===== config.mk =====
export PLATFORM = sky130hd
export DESIGN_NAME = muldiv_iter_flat
export DESIGN_NICKNAME = d
export VERILOG_FILES = /design/src/rtl/muldiv_iter_if.sv /design/src/rtl/muldiv_iter.sv /design/src/flat_wrapper.sv
export SDC_FILE = /design/constraint.sdc
export NUM_CORES = 1
export LEC_CHECK = 0
export BUFFER_PORTS_ARGS = -buffer_cell sky130_fd_sc_hd__buf_2
export CAP_MARGIN = 15
export CORE_MARGIN = 2
export CORE_UTILIZATION = 35
export DETAILED_ROUTE_END_ITERATION = 8
export PLACE_DENSITY_LB_ADDON = 0.2
export SETUP_SLACK_MARGIN = 0.4
export SLEW_MARGIN = 20
export SYNTH_ARGS = -nofsm -noshare
export SYNTH_HDL_FRONTEND = slang
export SYNTH_SLANG_ARGS = --single-unit

===== constraint.sdc =====
create_clock -name clock -period 15.9 [get_ports clock]
set_input_delay 0.795 -clock clock [delete_from_list [all_inputs] [get_ports clock]]
set_output_delay 0.795 -clock clock [all_outputs]
set_load 0.05 [all_outputs]

===== src/rtl/muldiv_iter_if.sv =====
// Request/response bundle for the iterative RISC-V M-extension unit.
interface muldiv_iter_if #(
  parameter int XLEN = 32
);
  logic            in_valid;
  logic            in_ready;
  logic [2:0]      op;
  logic [XLEN-1:0] operand_a;
  logic [XLEN-1:0] operand_b;
  logic            flush;
  logic            out_valid;
  logic            out_ready;
  logic [XLEN-1:0] result;
  logic            busy;

  modport master (
    output in_valid, op, operand_a, operand_b, flush, out_ready,
    input  in_ready, out_valid, result, busy
  );

  modport slave (
    input  in_valid, op, operand_a, operand_b, flush, out_ready,
    output in_ready, out_valid, result, busy
  );
endinterface


===== src/rtl/muldiv_iter.sv =====
// Multi-cycle MUL/MULH/MULHSU/MULHU/DIV/DIVU/REM/REMU, one radix-2 step per cycle.
// Define MULDIV_FAST_MUL_EN to run ops 0-3 through a single-cycle multiplier.
module muldiv_iter #(
  parameter int XLEN = 32
) (
  input  logic         clock,
  input  logic         reset_n,
  muldiv_iter_if.slave bus
);
  localparam int CNT_W = $clog2(XLEN);

  typedef enum logic [1:0] {
    IDLE = 2'd0,
    CALC = 2'd1,
    DONE = 2'd2
  } state_t;

  function automatic logic [XLEN-1:0] cneg(input logic neg, input logic [XLEN-1:0] v);
    return neg ? -v : v;
  endfunction

  function automatic logic [2*XLEN-1:0] cneg2(input logic neg, input logic [2*XLEN-1:0] v);
    return neg ? -v : v;
  endfunction

  state_t            state_q, state_d;
  logic [2:0]        op_q;
  logic              neg_q;
  logic [XLEN-1:0]   opnd_q;
  logic [XLEN-1:0]   hi_q;
  logic [XLEN-1:0]   lo_q;
  logic [CNT_W-1:0]  cnt_q;
  logic [XLEN-1:0]   result_q;

  logic              in_ready_c, busy_c, out_valid_c;
  logic              accept;
  logic              signed_a, signed_b, sa, sb, neg_in;
  logic [XLEN-1:0]   mag_a, mag_b;
  logic              div_zero, div_ovf, direct;
  logic [XLEN-1:0]   direct_res;
  logic [XLEN:0]     msum, dshift, ddiff;
  logic [XLEN-1:0]   step_hi, step_lo;
  logic [2*XLEN-1:0] prod_fix;
  logic [XLEN-1:0]   fin_res;

  // Operand decode: signedness comes from funct3, magnitudes feed the unsigned core
  assign signed_a = (bus.op != 3'd3) & ~(bus.op[2] & bus.op[0]);
  assign signed_b = (bus.op == 3'd0) | (bus.op == 3'd1) | (bus.op == 3'd4) | (bus.op == 3'd6);
  assign sa       = signed_a & bus.operand_a[XLEN-1];
  assign sb       = signed_b & bus.operand_b[XLEN-1];
  assign mag_a    = cneg(sa, bus.operand_a);
  assign mag_b    = cneg(sb, bus.operand_b);
  assign neg_in   = (bus.op[2] & bus.op[1]) ? sa : (sa ^ sb);

  assign div_zero = bus.op[2] & (bus.operand_b == '0);
  assign div_ovf  = bus.op[2] & ~bus.op[0] & (&bus.operand_b) &
                    (bus.operand_a == {1'b1, {(XLEN-1){1'b0}}});
  assign accept   = (state_q == IDLE) & bus.in_valid & ~bus.flush;

`ifdef MULDIV_FAST_MUL_EN
  logic signed [2*XLEN-1:0] fa, fb, fprod;
  assign fa    = {{XLEN{sa}}, bus.operand_a};
  assign fb    = {{XLEN{sb}}, bus.operand_b};
  assign fprod = fa * fb;
`endif

  always_comb begin
    direct     = 1'b0;
    direct_res = '0;
    if (div_zero) begin
      direct     = 1'b1;
      direct_res = bus.op[1] ? bus.operand_a : '1;
    end else if (div_ovf) begin
      direct     = 1'b1;
      direct_res = bus.op[1] ? '0 : bus.operand_a;
    end
`ifdef MULDIV_FAST_MUL_EN
    else if (!bus.op[2]) begin
      direct     = 1'b1;
      direct_res = (bus.op == 3'd0) ? fprod[XLEN-1:0] : fprod[2*XLEN-1:XLEN];
    end
`endif
  end

  // Iteration step: multiply shifts the {hi,lo} accumulator right, divide shifts it left
  assign msum   = {1'b0, hi_q} + (lo_q[0] ? {1'b0, opnd_q} : '0);
  assign dshift = {hi_q, lo_q[XLEN-1]};
  assign ddiff  = dshift - {1'b0, opnd_q};

  always_comb begin
    if (op_q[2]) begin
      step_hi = ddiff[XLEN] ? dshift[XLEN-1:0] : ddiff[XLEN-1:0];
      step_lo = {lo_q[XLEN-2:0], ~ddiff[XLEN]};
    end else begin
      step_hi = msum[XLEN:1];
      step_lo = {msum[0], lo_q[XLEN-1:1]};
    end
  end

  assign prod_fix = cneg2(neg_q, {step_hi, step_lo});

  always_comb begin
    case (op_q)
      3'd0:             fin_res = prod_fix[XLEN-1:0];
      3'd1, 3'd2, 3'd3: fin_res = prod_fix[2*XLEN-1:XLEN];
      3'd4, 3'd5:       fin_res = cneg(neg_q, step_lo);
      default:          fin_res = cneg(neg_q, step_hi);
    endcase
  end

  // FSM: state register
  always_ff @(posedge clock or negedge reset_n) begin
    if (!reset_n) state_q <= IDLE;
    else          state_q <= state_d;
  end

  // FSM: next state; flush overrides every other request
  always_comb begin
    state_d = state_q;
    if (bus.flush) begin
      state_d = IDLE;
    end else begin
      case (state_q)
        IDLE:    if (bus.in_valid) state_d = direct ? DONE : CALC;
        CALC:    if (cnt_q == '0) state_d = DONE;
        DONE:    if (bus.out_ready) state_d = IDLE;
        default: state_d = IDLE;
      endcase
    end
  end

  // FSM: outputs decoded from the state register only
  always_comb begin
    in_ready_c  = (state_q == IDLE);
    busy_c      = (state_q != IDLE);
    out_valid_c = (state_q == DONE);
  end

  // Datapath registers
  always_ff @(posedge clock or negedge reset_n) begin
    if (!reset_n) begin
      op_q     <= '0;
      neg_q    <= 1'b0;
      opnd_q   <= '0;
      hi_q     <= '0;
      lo_q     <= '0;
      cnt_q    <= '0;
      result_q <= '0;
    end else if (accept) begin
      op_q   <= bus.op;
      neg_q  <= neg_in;
      hi_q   <= '0;
      cnt_q  <= CNT_W'(XLEN - 1);
      opnd_q <= bus.op[2] ? mag_b : mag_a;
      lo_q   <= bus.op[2] ? mag_a : mag_b;
      if (direct) result_q <= direct_res;
    end else if ((state_q == CALC) && !bus.flush) begin
      hi_q  <= step_hi;
      lo_q  <= step_lo;
      cnt_q <= cnt_q - CNT_W'(1);
      if (cnt_q == '0) result_q <= fin_res;
    end
  end

  assign bus.in_ready  = in_ready_c;
  assign bus.busy      = busy_c;
  assign bus.out_valid = out_valid_c;
  assign bus.result    = result_q;

endmodule


===== src/flat_wrapper.sv =====
// flat-port wrapper written by rule: the top's interface ports become plain ports
module muldiv_iter_flat 
#(
  parameter int XLEN = 32
)
  (clock, reset_n, bus_in_valid, bus_op, bus_operand_a, bus_operand_b, bus_flush, bus_out_ready, bus_in_ready, bus_out_valid, bus_result, bus_busy);
  muldiv_iter_if #(.XLEN(XLEN)) bus_i ();
  input  logic clock;
  input  logic reset_n;
  input wire logic [$bits(bus_i.in_valid)-1:0] bus_in_valid;
  input wire logic [$bits(bus_i.op)-1:0] bus_op;
  input wire logic [$bits(bus_i.operand_a)-1:0] bus_operand_a;
  input wire logic [$bits(bus_i.operand_b)-1:0] bus_operand_b;
  input wire logic [$bits(bus_i.flush)-1:0] bus_flush;
  input wire logic [$bits(bus_i.out_ready)-1:0] bus_out_ready;
  output wire logic [$bits(bus_i.in_ready)-1:0] bus_in_ready;
  output wire logic [$bits(bus_i.out_valid)-1:0] bus_out_valid;
  output wire logic [$bits(bus_i.result)-1:0] bus_result;
  output wire logic [$bits(bus_i.busy)-1:0] bus_busy;
  assign bus_i.in_valid = bus_in_valid;
  assign bus_i.op = bus_op;
  assign bus_i.operand_a = bus_operand_a;
  assign bus_i.operand_b = bus_operand_b;
  assign bus_i.flush = bus_flush;
  assign bus_i.out_ready = bus_out_ready;
  assign bus_in_ready = bus_i.in_ready;
  assign bus_out_valid = bus_i.out_valid;
  assign bus_result = bus_i.result;
  assign bus_busy = bus_i.busy;
  muldiv_iter #(.XLEN(XLEN)) u_core (.clock(clock), .reset_n(reset_n), .bus(bus_i));
endmodule

* Word level (Yosys, flattened, before mapping)
Cells that the tools add are included.
** Word-level totals
- Flip-flop bits (word level) :: 139
- Input bits :: 72
- Output and inout port bits :: 35
- Word-level logic and storage cells :: 101
** Cells by class
- $add $sub $neg :: 8
- Equality and inequality tests :: 16
- Muxes and demuxes :: 35
- Bitwise logic cells :: 19
- Reduce and logical (&&, ||, !) cells :: 15
** Operators by type and width (count)
- $mux W32 :: 22
- $neg A32 Y32 :: 4
- $pmux W32 S3 :: 1
- $mux W64 :: 1
- $neg A64 Y64 :: 1
- $add A32 B33 Y33 :: 1
- $sub A33 B32 Y33 :: 1
- $eq A32 B32 Y1 const B :: 1
- $logic_not A32 Y1 :: 1
- $reduce_and A32 Y1 :: 1
- $eq A3 B3 Y1 const B :: 4
- $and A1 B1 Y1 :: 11
- $mux W2 :: 5
- $mux W5 :: 2
- $eq A3 B1 Y1 const B :: 2
- $eq A3 B2 Y1 const B :: 2
- $logic_not A3 Y1 :: 2
- $ne A3 B2 Y1 const B :: 2
- $ne A3 B3 Y1 const B :: 2
- $pmux W2 S3 :: 1
- $reduce_and A3 Y1 :: 2
- $reduce_bool A2 Y1 :: 3
- $logic_not A5 Y1 :: 1
- $sub A5 B1 Y5 const B :: 1
- 12 further kinds :: 19

* Longest topological paths before layout
Gate-level depths: netlist (run 1).
- Depth in word-level cells :: 10
- Gate-level depth with buffers :: 25
- Mapped depth without buffers :: 22

* Least setup slack after synthesis (run 1)
No wires, ideal clock.
- Path kind :: register to register
- Start point :: reg u_core.lo_q[31]
- End point :: reg u_core.result_q[30] (netlist: u_core.bus.result[30])
- Setup time :: 0.076 ns
- Arrival :: 4.991 ns
- Required time :: 15.824 ns
- Path slack :: 10.833 ns
- Stages on the path, launching flop included :: 26
- Buffers on the path :: 3
- Clock period less this slack :: 5.067 ns
- Path through :: dfrtp_1 -> inv_1 -> ha_1 -> inv_1 -> fa_1 -> a211oi_1 -> o211ai_2 -> nand3_2 -> a211o_1 -> a21boi_2 -> buf_6 -> buf_2 -> nor2_1 -> a21oi_1 -> ha_1 -> o211ai_1 -> nor4bb_1 -> nand3_1 -> or2_2 -> buf_1 -> nor2_1 -> a31oi_1 -> or4_1 -> nand3_1 -> a31oi_1 -> o21ai_1
** On the way
- Cells in the longest elaborated chain, start to end :: 9
- Elaborated cells on any way between the ends :: 15
- Those cells by class :: add/sub: 4; mux: 10; bitwise: 1
** Ends and longest elaborated chain
- start, declared :: line muldiv_iter.sv:31 : logic [XLEN-1:0] lo_q;
- start signal, assigned :: line muldiv_iter.sv:155 : lo_q <= bus.op[2] ? mag_a : mag_b;
- start signal, assigned :: line muldiv_iter.sv:159 : lo_q <= step_lo;
- $sub A33 B32 Y33 :: line muldiv_iter.sv:88 : assign ddiff = dshift - {1'b0, opnd_q};
- $mux W32 or $not A1 Y1 (tied branches) :: line muldiv_iter.sv:92, muldiv_iter.sv:93
- $mux W32 :: line muldiv_iter.sv:91 : if (op_q[2]) begin
- $neg A64 Y64 or $neg A32 Y32 (tied branches) :: line muldiv_iter.sv:23, muldiv_iter.sv:19
- $mux W64 or $mux W32 (tied branches) :: line muldiv_iter.sv:23, muldiv_iter.sv:19
- $pmux W32 S3 (*) :: line muldiv_iter.sv:103 : case (op_q)
- $mux W32 (*) :: line muldiv_iter.sv:161 : if (cnt_q == '0) result_q <= fin_res;
- $mux W32 (*) :: line muldiv_iter.sv:157 : end else if ((state_q == CALC) && !bus.flush) begin
- $mux W32 (*) :: line muldiv_iter.sv:149 : end else if (accept) begin
- end signal, assigned :: line muldiv_iter.sv:156 : if (direct) result_q <= direct_res;
- end signal, assigned :: line muldiv_iter.sv:161
- end, declared :: line muldiv_iter.sv:33 : logic [XLEN-1:0] result_q;
Mark *: on every way between the ends. The rest lies on a longest branch, timed or not. The select of a mux whose other input is x is not followed.
A chain may end at the register's enable or synchronous reset.

* Worst setup path in the final report (run 1)
Same ends and word-level chain as after synthesis.

==> results by group, run 1 <==
Outcome
  • Outcome: completed

Finish
  • Share of cells above drive strength 1: between 10% and 20%
  • Fin area: between 15000 and 20000 um^2
  • P&R area growth vs syn: 10.6%
  • Fillers: 4658
  • Fin nets: ~2300
  • Layout Cells excl Fill: 2770

Clocking
  • Clk buf depth: 2
  • Post-CTS setup buffers: 0
  • H-Tree Depth: 4
  • PostCTS Resize Cnt: 0
  • Cts hold-fix bufs: 0
  • Clock slew at the register clock pins of the worst setup and hold paths: approximately 0.07 ns
  • Clk sinks: 139
  • CTS tree: done
  • Root Driver: clkbuf_16
  • Num CTS Buffers: 17
  • Worst skew pair latency: 0.46 ns

Timing
  • Fin crit period: 6.24 ns
  • Fin. Hold Viols: 0
  • Max Fclk: about 160 MHz
  • Final worst-path cycle share: 39.2%
  • Setup TNS Final: 0 ns
  • # setup viols final: 0
  • Worst Tran Pin Value: between 1 and 1.5 ns
  • Max_slew headroom: roughly a quarter
  • Pins over their slew limit: 0
  • RSZ-0062 raised after global routing: false
  • Worst Skew: between 0.01 and 0.015 ns

Place
  • # port buffers: 106
  • Dpl cells: 2738
  • Final HPWL DP: 53.1 mm
  • Placed cell areas: about 17000 um^2
  • Routability cong.: between 0.9 and 1

Route
  • Final wirelength: 67.9 mm
  • Routed via count: approximately 17000
  • Routed vias/inst: approximately 6
  • Iteration-0 DRC Markers: between 1500 and 2000
  • DR DRC count: 0
  • Drt wl/cell: between 20 and 25 um
  • Routed Antenna Nets: 0
  • DR pass1 iterations: 5

Pwr
  • PD cells: 202 nW/um^2
  • Peak VDD IR: 99.2 uV
  • LEAKAGE: just over 0.007 uW

Global routing
  • Total GRT Usage: ~29%
  • Largest net degree at the start of global routing: 90
  • First-pass GRT wire length: roughly 100 mm
  • Vias in the first global route: 15700
  • Initial antenna violation count: 3
  • Total grt overflow: 0

Worst setup path
  • Crit Path Max Fanout: 10
  • Crit path from: u_core.lo_q[31]$_DFFE_PN0P_
  • Slowest Stage Delay on Critical Path: roughly 0.64 ns
  • Kind of cell adding the most delay to the critical path: simple AND/OR/NAND/NOR gates
  • CP cell instances: inv_1 > ha_1 > inv_1 > fa_1 > a211oi_1 > o211ai_2 > nand3_2 > a211oi_4 > o31ai_1 > nor2_1 > a21oi_1 > ha_1 > o211ai_1 > nor4bb_1 > nand3_1 > or2_2 > nor2_1 > a31oi_1 > or4_1 > nand3_1 > a31oi_1 > o21ai_1
  • Levels on crit path: 22
  • Slowest CP cell: o31ai_1
  • Worst R2R End: u_core.bus.result[30]$_DFFE_PN0P_
  • Worst Path Buf+Inv: 2
  • Worst R2R Start: u_core.lo_q[31]$_DFFE_PN0P_
  • Crit path launch type: register
  • Worst Path Class, Setup: register to register
  • CP Capture Type: register
  • R2R depth: 22
  • R2r setup slk: around 9.7 ns
  • Worst EP required: roughly 16 ns
  • Critical Path AT: about 6.6 ns

Yosys
  • Syn. warnings: 0
  • Net count after synthesis: ~2300
  • Post-synth top area share: 22.1%
  • Top area cells in the synthesized netlist: dfrtp_1, o21ai_0, xnor2_1, nand2_1, ha_1
  • Post-synth EDFFs: 0
  • Synth area leader: dfrtp_1
  • Synthesized cell area: 15800 um^2
  • Yosys reg bits: ~140
  • Main flop type after synthesis: dfrtp_1
  • Post-synthesis async set-or-reset flop share: 100%
  • Post-Syn Instances: between 2000 and 2500
  • Yosys cell types: 97
  • Post-synthesis sequential area ratio: between 20% and 30%
  • Syn_area_per_cell: about 7.4 um^2

Die
  • Die height: around 220 um
  • Die X: around 220 um
  • Initial Utilization: approximately 36%
  • Core ar.: ~44000 um^2
  • Die footprint: around 47000 um^2
  • I/O pin cnt: around 110
  • Placement Rows: slightly below 80

Flow run
  • Max Cap Viol: 0

Worst hold path
  • Worst hold path type: primary input to asynchronous set/reset pin
## worst register-to-register path, cell delays in order, from the launching register on
cell and delay (ns):
dfrtp_1 0.47, inv_1 0.10, ha_1 0.17, inv_1 0.06, fa_1 0.42, a211oi_1 0.34, o211ai_2 0.19, nand3_2 0.19
a211oi_4 0.13, o31ai_1 0.64, nor2_1 0.25, a21oi_1 0.33, ha_1 0.25, o211ai_1 0.15, nor4bb_1 0.56, nand3_1 0.23
or2_2 0.43, nor2_1 0.16, a31oi_1 0.18, or4_1 0.59, nand3_1 0.10, a31oi_1 0.12, o21ai_1 0.14
## sequential cells by signal, summed over array words and instances (netlist names)
register,flops
u_core.bus.result,32
u_core.hi_q,32
u_core.lo_q,32
u_core.opnd_q,32
u_core.cnt_q,5
u_core.op_q,3
u_core.state_q,2
u_core.neg_q,1
## metal layers
metal  global-route usage [%]  share of wire, %  vias up
li1                         -                 -     7923
met1                     39.9                46     8252
met2                     44.9                45      681
met3                     4.03               6.2       94
met4                     9.91               3.3        0
met5                        0                 0        -
## cell usage in the layout (no fill, tap or decap), drive strengths merged, types with 9 or more instances in the layout
cell     synthesis  final
a2111oi          9      9
a211oi          19     19
a21o            22     22
a21oi          176    176
a221oi          13     13
a22o            24     24
a2bb2oi         13     13
a31oi           35     35
and2            48     48
and3            10     10
buf             37    140
clkbuf          95     18
dfrtp          139    139
ha              71     71
inv             64     66
mux2i           36     36
nand2          261    261
nand3           40     40
nand4           29     29
nor2           172    172
nor2b           14     14
nor3            48     48
nor4            18     18
o211ai          61     61
o21a            18     18
o21ai          239    239
o221ai          18     18
o22ai           16     16
o31ai           29     29
o41ai           14     14
or2             14     14
or3             29     29
xnor2          114    114
xor2            75     75
## how the worst max path moves through the flow
stage,to
floorplan,u_core.bus.result[30]$_DFFE_PN0P_
global placement,u_core.bus.result[30]$_DFFE_PN0P_
detailed placement,u_core.bus.result[30]$_DFFE_PN0P_
CTS,u_core.bus.result[30]$_DFFE_PN0P_
global route,u_core.bus.result[30]$_DFFE_PN0P_
finish,u_core.bus.result[30]$_DFFE_PN0P_
## power by group
group	leakage [uW]	internal, uW	switching, uW	total [uW]
Combinational	0.00499	859	1650	2510
Sequential	0.00178	443	122	565
Clock	0.000303	267	180	448
## Yosys cell counts (37+ instances only)
library cell,count
xnor2_1,114
a21oi_1,174
nor2_1,172
nor3_1,47
dfrtp_1,139
inv_1,64
and2_1,47
o21ai_0,227
xor2_1,75
clkbuf_1,95
nand3_1,37
nand2_1,260
ha_1,71
o211ai_1,60
## kinds of logic (layout without fill, tap and decap cells)
kind of cell	after synthesis	in the layout	share of synthesized area, %
adders and majority gates	73	73	5.89
and+or+nand+nor	730	730	22.3
other	0	1	0
muxes	39	39	2.50
xor gates and xnor gates	189	189	10.5
DFF	139	139	22.1
AOI/OAI and AO/OA	770	770	31.8
buffers and inverters	198	237	5.00
## stage by stage
stage | util [%] | total power, uW | worst slack (ns) | hold slack [ns]
2_1_floorplan | - | 2240 | 10.83 | 0.463
3_3_place_gp | 37.9 | 3010 | 9.98 | 0.475
3_5_place_dp | 37.9 | 3010 | 9.82 | 0.483
4_1_cts | 39.4 | 3470 | 9.79 | 0.408
5_1_grt | 39.4 | 3750 | 9.16 | 0.445
6_report | 39.4 | 3520 | 9.66 | 0.392
## layout make-up
cell class	count	area (um^2)	share of cell area [%]
Antenna cell	1	2.50	0.0143
Tap cell	592	741	4.25
Inverter	66	248	1.42
Sequential cell	139	3480	20.0
Multi-Input combinational cell	1801	11500	66.2
Clock inverter	13	193	1.10
Timing Repair Buffer	140	792	4.54
Clock buffer	18	439	2.52
Note: power is estimated with default switching activity, not from simulation.
==> run 2: changes to the inputs <==
Clock period 15.9 ns to 6.2 ns, I/O delays scaled along.
==> results by group, run 2 (synthesis gave the netlist of run 1 again) <==
Timing
  • Max Fclk: 178 MHz (+11%)
  • Max_slew headroom: 35.1% (+11 points)
  • Setup TNS Final: 0 ns (unchanged)
  • # setup viols final: 0 (unchanged)
  • Fin crit period: 5.62 ns (-0.624 ns)
  • Worst Tran Pin Value: 0.970 ns (-0.161 ns)
  • Pins over their slew limit: 0 (unchanged)
  • RSZ-0062 raised after global routing: true
  • Final worst-path cycle share: 90.6% (+51 points)
  • Worst Skew: 0.0129 ns (-0.000712 ns)
  • Fin. Hold Viols: 0 (unchanged)

Die
  • Initial Utilization: 35.6% (unchanged)
  • I/O pin cnt: 107 (unchanged)
  • Die footprint: 46800 um^2 (unchanged)
  • Placement Rows: 77 (unchanged)
  • Die X: 216 um (unchanged)
  • Core ar.: 44300 um^2 (unchanged)
  • Die height: 216 um (unchanged)

Global routing
  • Total grt overflow: 0 (unchanged)
  • Vias in the first global route: 15800 (+0.80%)
  • Initial antenna violation count: 6 (+3)
  • Total GRT Usage: 28.8% (+0.30 points)
  • Largest net degree at the start of global routing: 90 (unchanged)
  • First-pass GRT wire length: 102 mm (+0.94%)

Finish
  • Fin area: 17700 um^2 (+1.3%)
  • Commonest non-fill, non-tap cell in the layout: nand2_1
  • Commonest cells after routing, fill and taps aside: nand2_1, o21ai_0, a21oi_1, nor2_1, dfrtp_1
  • Fillers: 4703 (+0.97%)
  • FF+latch area: 3480 um^2 (unchanged)
  • Share of cells above drive strength 1: 12.1% (+1.4 points)
  • Area occupied by multi-input gates: 11600 um^2 (+0.40%)
  • P&R area growth vs syn: 12.0%
  • Fin nets: 2338 (+1.2%)

Worst setup path
  • Kind of cell adding the most delay to the critical path: compound AO/OA/AOI/OAI gates
  • CP Capture Type: register
  • Worst Path Class, Setup: register to register
  • Critical Path AT: 5.92 ns (-0.70 ns)
  • Slowest Stage Delay on Critical Path: 0.53 ns (-0.11 ns)
  • Slowest CP cell: or4b_1
  • Crit path launch type: register
  • CP cell instances: inv_1 > ha_1 > inv_1 > fa_1 > a211oi_2 > o211ai_2 > nand3_2 > a211oi_4 > buf_4 > nor3_4 > buf_4 > buf_4 > or4b_1 > a21o_1 > a2111oi_2 > nand3b_1 > o41ai_1 > xor2_1 > a222oi_1 > o211ai_1
  • Worst EP required: 6.51 ns (-9.77 ns)
  • Crit Path Max Fanout: 6 (-4)
  • Most used cell, CP: buf_4
  • Worst Path Buf+Inv: 5 (+3)

Clocking
  • H-Tree Depth: 4 (unchanged)
  • Worst skew pair latency: 0.46 ns (about the same)
  • Clock slew at the register clock pins of the worst setup and hold paths: 0.07 ns (about the same)
  • Root Driver: clkbuf_16
  • Clk sinks: 139 (unchanged)
  • Clk buf depth: 2 (unchanged)
  • Num CTS Buffers: 17 (unchanged)
  • CTS tree: done

Route
  • Iteration-0 DRC Markers: 2165 (+23%)
  • Routed vias/inst: 6.09 (-0.51%)
  • Routed via count: 17000 (+0.57%)
  • Drt wl/cell: 24.4 um (-0.25%)
  • Final wirelength: 68.4 mm (+0.83%)
  • DR DRC count: 0 (unchanged)
  • DR pass1 iterations: 6 (+1)
  • Routed Antenna Nets: 0 (unchanged)

Place
  • # port buffers: 106 (unchanged)
  • Routability cong.: 0.976 (about the same)
  • Placed cell areas: 17000 um^2 (+0.94%)
  • Final HPWL DP: 53.8 mm (+1.4%)

Outcome
  • Outcome: completed

Flow run
  • Max Cap Viol: 0 (unchanged)

Pwr
  • Peak VDD IR: 280 uV (+180%)
  • LEAKAGE: 0.00719 uW (+1.6%)
  • PD cells: 523 nW/um^2 (+160%)

Worst hold path
  • Worst hold path type: primary input to register
==> run 2: cell types whose count changed in the layout (fill, tap and decap cells not counted), moves of 2 or more <==
| cell | delta |
|---|---|
| a211oi_1 | -2 |
| a211oi_2 | +2 |
| a2111oi_0 | -2 |
| buf_4 | +26 |
| bufinv_16 | -3 |
==> run 2: worst paths after layout <==
check                                                      start                                 to  slack, ns  cells after the start
worst max-delay path                 u_core.lo_q[31]$_DFFE_PN0P_  u_core.bus.result[31]$_DFFE_PN0P_       0.58                     20
worst min-delay path                                   bus_flush      u_core.state_q[1]$_DFFE_PN0P_       0.09                      2
worst max register to register       u_core.lo_q[31]$_DFFE_PN0P_  u_core.bus.result[31]$_DFFE_PN0P_       0.58                     20
worst min register to register  u_core.bus.result[7]$_DFFE_PN0P_   u_core.bus.result[7]$_DFFE_PN0P_       0.50                      2
max in group asynchronous                                reset_n           u_core.neg_q$_DFFE_PN0P_       4.39                      3
min in group asynchronous                                reset_n        u_core.hi_q[29]$_DFFE_PN0P_       0.48                      2
==> run 2: stage by stage <==
| stage | cells | utilization, % | setup WS [ns] | hold slack, ns | total power, uW |
|---|---|---|---|---|---|
| final | 2800 | 39.9 | 0.585 | 0.0922 | 9240 |
| after global routing | 2798 | 39.9 | 0.366 | 0.0827 | 9810 |
| after CTS | 2794 | 39.6 | 0.425 | 0.0707 | 9010 |
| after detailed placement | 2761 | 38.3 | 0.448 | 0.456 | 7910 |
| after global placement | 2761 | 38.3 | 0.0492 | 0.459 | 7930 |
| after floorplan | 2138 | - | 1.13 | 0.0144 | 5750 |
==> run 2: what timing repair did <==
| action | in CTS | in global routing |
|---|---|---|
| pin swaps | 0 | 3 |
| endpoints found under the setup margin | 1 | 21 |
| setup buffers | 0 | 4 |
| endpoints found under the hold margin | 26 | 0 |
| hold buffers | 1 | 0 |
| gates resized for setup | 1 | 10 |
==> run 2: worst register-to-register path, cell delays in order (launching register included) <==
cell       delay, ns
dfrtp_1         0.48
inv_1           0.08
ha_1            0.21
inv_1           0.07
fa_1            0.28
a211oi_2        0.12
o211ai_2        0.30
nand3_2         0.26
a211oi_4        0.42
buf_4           0.20
nor3_4          0.06
buf_4           0.20
buf_4           0.16
or4b_1          0.53
a21o_1          0.23
a2111oi_2       0.48
nand3b_1        0.29
o41ai_1         0.38
xor2_1          0.13
a222oi_1        0.46
o211ai_1        0.12
==> run 2: layer usage <==
metal / vias to the layer above / global-route usage (%) / part of all wire, %
met5: - / 0 / 0.034
met1: 8232 / 40.6 / 45
met3: 128 / 4.76 / 7.0
met2: 696 / 43.5 / 43
li1: 7986 / - / -
met4: 4 / 12.1 / 4.1
==> run 2: area by class of cell <==
type                    instances  area share, %
flip-flops and latches        139           19.7
repair buffers                168           5.76
clock buffers                  18           2.49
multi-input cells            1801           65.6
well taps                     592           4.19
clock inverters                14          0.786
diodes                          2         0.0283
inverters                      66           1.40
==> run 2: power by group <==
part	internal [uW]	leakage, uW	switching [uW]
Sequential	1130	0.00178	335
Clock	571	0.000275	492
Combinational	2360	0.00513	4340
